File: src/rtl/prog_loader.sv
// rtl/prog_loader.sv - loads a program into instruction memory, then runs the core and times it
module prog_loader #(
    parameter int D  = 12,
    parameter int W  = 9,
    parameter int CW = 16
) (
    input  logic          clk,
    input  logic          reset,
    input  logic          req,
    input  logic          ld_valid,
    input  logic [W-1:0]  ld_data,
    input  logic          ld_last,
    output logic          ld_ready,
    output logic          imem_wr_en,
    output logic [D-1:0]  imem_wr_addr,
    output logic [W-1:0]  imem_wr_dat,
    output logic          core_reset,
    input  logic          core_done,
    output logic          busy,
    output logic          ack,
    output logic [D:0]    prog_len,
    output logic [CW-1:0] cycle_cnt,
    output logic          err
);

    typedef enum logic [2:0] {IDLE, LOAD, START, RUN, FINISH} state_t;

    state_t        state;
    state_t        state_nx;
    logic [D-1:0]  ptr;
    logic          xfer;
    logic          at_end;

    assign xfer   = (state == LOAD) && ld_valid;
    assign at_end = (ptr == '1);

    always_ff @(posedge clk) begin
        if (reset) begin
            state     <= IDLE;
            ptr       <= '0;
            prog_len  <= '0;
            cycle_cnt <= '0;
            err       <= 1'b0;
        end else begin
            state <= state_nx;
            case (state)
                IDLE: begin
                    if (req) begin
                        ptr       <= '0;
                        prog_len  <= '0;
                        cycle_cnt <= '0;
                        err       <= 1'b0;
                    end
                end
                LOAD: begin
                    if (xfer) begin
                        // The pointer parks at the top address instead of wrapping.
                        if (!at_end)
                            ptr <= ptr + D'(1);
                        prog_len <= prog_len + (D+1)'(1);
                        if (at_end && !ld_last)
                            err <= 1'b1;
                    end
                end
                RUN: begin
                    if (!core_done && cycle_cnt != '1)
                        cycle_cnt <= cycle_cnt + CW'(1);
                end
                default: ;
            endcase
        end
    end

    always_comb begin
        state_nx   = state;
        ld_ready   = 1'b0;
        imem_wr_en = 1'b0;
        core_reset = 1'b1;
        busy       = 1'b1;
        ack        = 1'b0;
        case (state)
            IDLE: begin
                busy = 1'b0;
                if (req)
                    state_nx = LOAD;
            end
            LOAD: begin
                ld_ready   = 1'b1;
                imem_wr_en = ld_valid;
                if (ld_valid && (ld_last || at_end))
                    state_nx = START;
            end
            // One extra reset cycle so the core restarts at PC 0 after the final write.
            START: state_nx = RUN;
            RUN: begin
                core_reset = 1'b0;
                if (core_done)
                    state_nx = FINISH;
            end
            FINISH: begin
                ack      = 1'b1;
                state_nx = IDLE;
            end
            default: state_nx = IDLE;
        endcase
    end

    assign imem_wr_addr = ptr;
    assign imem_wr_dat  = ld_data;

endmodule

File: config.mk
export PLATFORM = sky130hd
export DESIGN_NAME = prog_loader
export DESIGN_NICKNAME = d
export VERILOG_FILES = /design/src/rtl/prog_loader.sv
export SDC_FILE = /design/constraint.sdc
export NUM_CORES = 1
export LEC_CHECK = 0
export CORE_ASPECT_RATIO = 1.4
export CORE_MARGIN = 10
export CORE_UTILIZATION = 42
export DETAILED_ROUTE_END_ITERATION = 16
export GPL_TIMING_DRIVEN = 0
export PLACE_DENSITY = 0.76
export SETUP_SLACK_MARGIN = 0.15
export SYNTH_ARGS = -nofsm -noshare
export SYNTH_HDL_FRONTEND = slang
export SYNTH_SLANG_ARGS = --single-unit
File: constraint.sdc
create_clock -name clk -period 2.1 [get_ports clk]
set_input_delay 0.21 -clock clk [delete_from_list [all_inputs] [get_ports clk]]
set_output_delay 0.21 -clock clk [all_outputs]
set_load 0.005 [all_outputs]
### Word-level counts from Yosys, hierarchy flattened

Cells that the tools add are included.

* register bits: 45
* input port bits: 15
* output and inout bits: 56
* word-level logic and storage cells: 59

* $add $sub $neg: 3
* equal/unequal tests: 13
* multiplexer cells: 23
* reductions and logical operators: 15

Operators by type and width (number)
* 12-bit two-way mux: 3
* 16-bit two-way mux: 2
* 16-bit case mux with 2 select lines: 1
* 13-bit two-way mux: 2
* 13-bit case mux with 2 select lines: 1
* 12-bit case mux with 2 select lines: 1
* 16-bit by 1-bit adder with 16-bit output (second input constant): 1
* 16-bit != test (second input constant): 1
* 13-bit by 1-bit adder with 13-bit output (second input constant): 1
* 12-bit by 1-bit adder with 12-bit output (second input constant): 1
* 12-bit equality test (second input constant): 1
* 3-bit case mux with 4 select lines: 1
* 2-bit != test (second input constant): 5
* 3-bit two-way mux: 3
* 3-bit AND reduction: 3
* 1-bit two-way mux: 8
* 4-bit AND reduction: 2
* 3-bit by 2-bit equality test with 1-bit output (second input constant): 2
* 1-bit logical AND: 4
* 2-bit by 1-bit != test with 1-bit output (second input constant): 2
* 2-bit nonzero test: 2
* 3-bit by 1-bit equality test with 1-bit output (second input constant): 1
* 3-bit equality test (second input constant): 1
* 3-bit zero test: 1
* 3 further kinds: 4

### Longest topological paths before layout

Gate-level depths: netlist of the first run.

* depth in word-level cells: 5
* mapped depth: 8
* depth with buffers taken out: 6

### Worst setup path after synthesis of the first run

No wires, ideal clock.

* kind: register to register
* start: reg state[0]
* end: reg cycle_cnt[9]
* setup time: 75 ps
* arrival: 1946 ps
* slack: 79 ps
* cell stages (with the launch flop): 7
* path buffers: 1
* period minus slack after synthesis: 2021 ps
* path through: dfxtp_1 > buf_4 > or3_4 > and4_4 > a221o_1 > or4_1 > o22ai_1

* cells in the longest elaborated chain, start to end: 3
* elaborated cells between the ends (all ways): 7
* classes of those cells: eq/ne: 3; mux: 1; reduce/logical: 3

RTL lines
* start, declared: line 28 `state_t state;`
* start signal, assigned: line 45 `state <= state_nx;`
* 3-bit by 2-bit equality test with 1-bit output / 3-bit zero test (equally long branches): line 46 `case (state)`
* 2-bit != test (no source line) / 2-bit nonzero test (equally long branches)
* 3-bit AND reduction (no source line)
* end signal, assigned: line 67 `cycle_cnt <= cycle_cnt + CW'(1);`
* end, declared: line 22 `output logic [CW-1:0] cycle_cnt,`

Several ways; a longest one is shown, not always the timed one.
A chain may end at the register's enable or synchronous reset.

### Worst setup path after layout of the first run

Same ends and word-level chain as after synthesis.

==> results_dict.tcl, run 1 <==
set metrics [dict create \
    diodes 0 \
    p_int_uw 1230 \
    final_cell_mix "59 x clkdlybuf4s50_1, 42 x dfxtp_1, 33 x nor2_1" \
    place.port_buffers 60 \
    power.switching_uw 418 \
    final_hold_viol_count 0 \
    fin_crit_ns 2.06 \
    final_core_util_pct 62.3 \
    synth-compound-area-share_pct 17.2 \
    syn_inst 287 \
    p_clk_share_pct 31.8 \
    synthMuxAreaShare_pct 0.861 \
    num_rows 32 \
    dieArea_um2 8960 \
    crit_path_start_kind "flip-flop" \
    placed_area_um2 3020 \
    grt_use_total_pct 15.0 \
    cts.sinks 45 \
    areaGrowthSynthToFinish_pct 45.9 \
    cts_buffers 5 \
    hold_path_depth 2 \
    ys_warn_count 0 \
    syn_area_um2 2330 \
    drv_cap 0 \
    crit_path_end_kind "flip-flop" \
    clock_latency_ns 0.30 \
    slew_violations 0 \
    syn_nets 305 \
    mostFrequentLayoutCell "clkdlybuf4s50_1" \
    grt_overflow 0 \
    routedWlPerCell_um 16.2 \
    post-route-period-util_pct 98.2 \
    vias 2437 \
    power_density_nw_per_um2 485 \
    skew_ns 0.00505 \
    final_net_count 389 \
    required_ns 2.32 \
    ir_worst_vdd_uv 454 \
    io_pins 71 \
    yosys_register_bits 45 \
    dr.pass1.iters 5 \
    whs_ns 0.348 \
    viasPerCell 5.54 \
    antenna_found_initial 0 \
    grt_pass1_vias 2435 \
    rsz0062_at_grt "yes" \
    place_hpwl_mm 4.94 \
    drive_above_1_share_pct 18.3 \
    root_buffer "clkbuf_8" \
    tritoncts "done" \
    max-slew-margin-rel_pct 61.2 \
    drtIter0Drc 85 \
    synth.avg_cell_area_um2 8.10 \
    ys_seq_area_share_pct 38.7 \
    routed_wl_mm 7.11 \
    grt_pass1_wl_mm 11.7 \
    synth_xor_area_share_pct 6.78 \
    outcome "finished clean" \
    synth_top_family_by_area "simple AND/OR/NAND/NOR gates" \
    ctsHtreeMaxLevel 2 \
    synthDistinctLibCells 47 \
    synthAdderAreaFrac_pct 1.61 \
    swShare_pct 25.4 \
    tightest_slew_ns 0.582 \
    setup_viol 0 \
    crit_type "flip-flop to flip-flop" \
    setup-tns-final_ns 0 \
    synth_edf_count 0 \
    p_seq_share_pct 52.8 \
    async_flop_share_pct 0 \
    drc 0 \
    power.total_uw 1650 \
    core_um2 5450 \
    critPathMaxFanout 6 \
    fmax_mhz 485 \
    die_x_um 82.9 \
    combPwrFrac_pct 15.4 \
    dieHeight_um 108 \
    grt_max_degree 13 \
    reg2reg_depth 6 \
    holdCritPathClass "primary input to flip-flop" \
    yosys.area_share.simple_pct 28.2 \
    ant_nets 0 \
    clockBufferDepth 2 \
    synth_ff_type "dfxtp_1" \
    p_leak_uw 0.00117 \
    critPathArrivalTime_ns 2.29 \
    path_clk_slew_ns 0.08 \
    design_area_um2 3390 \
    gp_congestion 0.833 \
    initial_core_util_pct 42.7 \
]
[area by class of cell]
type / instances / area [µm²]
fillers: 512 / 2050
flip-flops and latches: 45 / 905
inverters: 5 / 18.8
repair buffers: 76 / 731
well taps: 68 / 85.1
clock buffers: 8 / 80.1
multi-input cells: 214 / 1400
plain buffers: 24 / 175
[synthesized netlist by cell type (all sizes together) (4+ instances only)]
cell	number	area (µm²)
inv	5	18.8
a31oi	5	31.3
nor3	12	65.1
nand3	13	65.1
nand2	23	86.3
xnor2	11	96.3
nand4	13	81.3
nor2	37	139
nand2b	5	31.3
a21oi	20	104
a41oi	4	35.0
clkbuf	12	45.0
nor4	4	25.0
or3	4	30.0
buf	12	90.1
o21ai	10	50.1
dfxtp	45	901
xor2	7	61.3
and3	6	37.5
a311oi	5	43.8
[per-layer routing]
metal  GRT usage, %  part of all wire (%)  vias up
met4           4.39                   1.2        0
met5              0                     0        -
met2           26.7                    52       82
met1           15.7                    38     1146
met3           6.40                   9.0        8
li1               -                     -     1201
[cell families (layout without fill, tap and decap cells)]
kind of cell    Yosys count  after routing
buf+inv                  29            113
simple gates            129            129
mux                       2              2
compound gates           61             62
flops                    45             45
xor+xnor                 18             18
fa+ha+maj                 3              3
[critical path, cell delays in order (launching register included)]
cell	delay, ns
dfxtp_2	0.32
buf_6	0.12
or3_4	0.36
and4_4	0.20
a221o_1	0.36
or4_1	0.48
o22ai_1	0.15
[final timing paths]
check / slack, ns / start / endpoint
worst max-delay path: 0.04 / state[0] / cycle_cnt[9]
worst min register to register: 0.48 / err / err
worst min-delay path: 0.35 / reset / cycle_cnt[7]
worst max register to register: 0.04 / state[0] / cycle_cnt[9]
[state kept, by name (all words and copies together) (netlist names)]
register and count:
err 1, cycle_cnt 16, prog_len 13, state 3, imem_wr_addr 12
[power by group through the flow]
stage                     registers (µW)  clock network (µW)  logic (µW)
after floorplan                      888                   0         106
after global placement               889                   0         186
after detailed placement             889                   0         189
after CTS                            869                 541         223
after global routing                 871                 568         274
final                                869                 524         253
[per-stage QoR]
| step | worst slack [ns] | instances |
|---|---|---|
| 2_1_floorplan | 0.114 | 287 |
| 3_3_place_gp | -0.140 | 415 |
| 3_5_place_dp | -0.186 | 415 |
| 4_1_cts | -0.00912 | 432 |
| 5_1_grt | -0.000625 | 440 |
| 6_report | 0.0376 | 440 |
[timing repair]
action	4_1_cts	5_1_grt
hold buffers	0	0
gates resized for setup	28	27
gates cloned	1	1
pin swaps	10	12
setup buffers	8	7
setup endpoints to repair	45	47
(Power assumes the default switching activity.)
==> inputs of run 2 (changes only) <==
ABC_CLOCK_PERIOD_IN_PS = 2100   (was unset)
==> results of run 2 <==
Final layout, timing and power as in run 1 (identical DEF).
==> inputs of run 3 (changes only) <==
SETUP_SLACK_MARGIN = 0.05   (was 0.15)
SKIP_LAST_GASP = 1   (was unset)
==> results_dict.tcl, run 3 (synthesis results as in run 1) <==
set metrics [dict create \
    grt_pass1_vias 2332 \
    dr_wl_met2_mm 3.47 \
    die_x_um 82.9 \
    startpoint "state[0]" \
    final_hold_viol_count 0 \
    tritoncts "done" \
    initial_core_util_pct 42.7 \
    diodes 0 \
    ant_nets 0 \
    areaGrowthSynthToFinish_pct 37.9 \
    crit_path_start_kind "flip-flop" \
    clock_latency_ns 0.30 \
    grt_pass1_wl_mm 11.3 \
    clockBufferDepth 2 \
    fin_cells 426 \
    io_pins 71 \
    crit_type "flip-flop to flip-flop" \
    holdCritPathClass "primary input to flip-flop" \
    cts.sinks 45 \
    fmax_mhz 496 \
    wl_met1_mm 2.56 \
    critPathArrivalTime_ns 2.24 \
    placed_area_um2 3010 \
    reg2reg_to "cycle_cnt[9]" \
    p_leak_uw 0.00107 \
    fin_crit_ns 2.01 \
    dr.pass1.iters 4 \
    gp_congestion 0.867 \
    tightest_slew_ns 0.541 \
    core_um2 5450 \
    reg2reg_from "state[0]" \
    ctsHtreeMaxLevel 2 \
    drive_above_1_share_pct 12.3 \
    crit_cells 5 \
    critical_path.endpoint "cycle_cnt[9]" \
    rsz0062_at_grt "yes" \
    power.total_uw 1600 \
    power_density_nw_per_um2 500 \
    regMostFlops "cycle_cnt" \
    met3_wirelength_um 541 \
    num_rows 32 \
    final_cell_mix "60 x clkdlybuf4s50_1, 42 x dfxtp_1, 37 x nor2_1" \
    drtIter0Drc 100 \
    grt_use_total_pct 14.6 \
    grt_max_degree 15 \
    routed_wl_mm 6.64 \
    setup_viol 0 \
    largest_reg_flops 16 \
    worstPathCellList "or3_4 > and4_4 > a221o_1 > or4_1 > o22ai_1" \
    viasPerCell 5.50 \
    final_net_count 375 \
    dieArea_um2 8960 \
    root_buffer "clkbuf_8" \
    dr.max_layer_used "met4" \
    outcome "finished clean" \
    cts_buffers 5 \
    r2r_slack_ns 0.09 \
    place.port_buffers 60 \
    post-route-period-util_pct 95.9 \
    hold_path_depth 2 \
    ir_worst_vdd_uv 354 \
    antenna_found_initial 0 \
    vias 2344 \
    design_area_um2 3210 \
    drv_cap 0 \
    max-slew-margin-rel_pct 63.7 \
    drc 0 \
    critPathMaxStageDelay_ns 0.48 \
    cts_hold_buffers 0 \
    skew_ns 0.00585 \
    grt_overflow 0 \
    dpl.cell_count 415 \
    fill_cells 527 \
    mostFrequentLayoutCell "clkdlybuf4s50_1" \
    slowest_stage "or4_1" \
    slew_violations 0 \
    crit_path_end_kind "flip-flop" \
    path_clk_slew_ns 0.09 \
    path_delay_family "simple AND/OR/NAND/NOR gates" \
    critPathMaxFanout 6 \
    required_ns 2.33 \
    reg2reg_depth 5 \
    setup-tns-final_ns 0 \
    dieHeight_um 108 \
    cp.buffers_inverters 0 \
    place_hpwl_mm 4.92 \
    routedWlPerCell_um 15.6 \
]
[run 3: cell types whose count changed in the layout (fill, tap and decap cells not counted), sizes merged]
cell / before / now
a21oi: 21 / 20
buf: 31 / 17
clkbuf: 17 / 16
clkdlybuf4s50: 59 / 60
clkinvlp: 0 / 2
dlygate4sd2: 1 / 0
[run 3: worst reg2reg max path, delay by kind of cell, from the launching register on]
family / cells / cell delay, ns
AND/OR/NAND/NOR: 3 / 1.05
AO/OA/AOI/OAI: 2 / 0.54
flip-flops: 1 / 0.36
[run 3: where the power goes]
group | switching [µW] | internal (µW) | leakage (µW)
Clock | 303 | 235 | 0.0000374
Sequential | 11.2 | 860 | 0.000365
Combinational | 100 | 95.1 | 0.000670
[run 3: worst min-delay path by stage]
stage          start            to  slack (ns)
2_1_floorplan    req      state[0]        0.35
3_3_place_gp     err           err        0.45
3_5_place_dp     err           err        0.49
4_1_cts        reset  cycle_cnt[7]        0.31
5_1_grt        reset  cycle_cnt[7]        0.33
6_report       reset  cycle_cnt[7]        0.32
[run 3: layout make-up]
| class | count | area, µm² | share of cell area (%) |
|---|---|---|---|
| Sequential cell | 45 | 907 | 28.3 |
| Buffer | 21 | 126 | 3.94 |
| Clock buffer | 6 | 72.6 | 2.26 |
| Timing Repair Buffer | 66 | 646 | 20.1 |
| Tap cell | 68 | 85.1 | 2.65 |
| Clock inverter | 2 | 15.0 | 0.468 |
| Multi-Input combinational cell | 213 | 1340 | 41.7 |
| Inverter | 5 | 18.8 | 0.585 |
[run 3: what timing repair did]
| action | 4_1_cts | 5_1_grt |
|---|---|---|
| endpoints found under the setup margin | 34 | 36 |
| pin swaps | 4 | 2 |
| gates resized for setup | 15 | 16 |
| setup buffers | 6 | 0 |
[run 3: through the flow]
step | setup WS (ns) | hold WS, ns | utilization [%]
final | 0.0858 | 0.325 | 58.9
after global routing | 0.0236 | 0.326 | 58.9
after CTS | 0.0118 | 0.311 | 58.5
after detailed placement | -0.366 | 0.488 | 55.3
after global placement | -0.281 | 0.451 | 55.3
after floorplan | 0.0792 | 0.355 | -
[run 3: routing by layer]
layer  GRT usage, %  up-vias
li1               -     1175
met1           15.4     1102
met2           25.6       59
met3           6.40        8
met4           4.88        0
met5              0        -
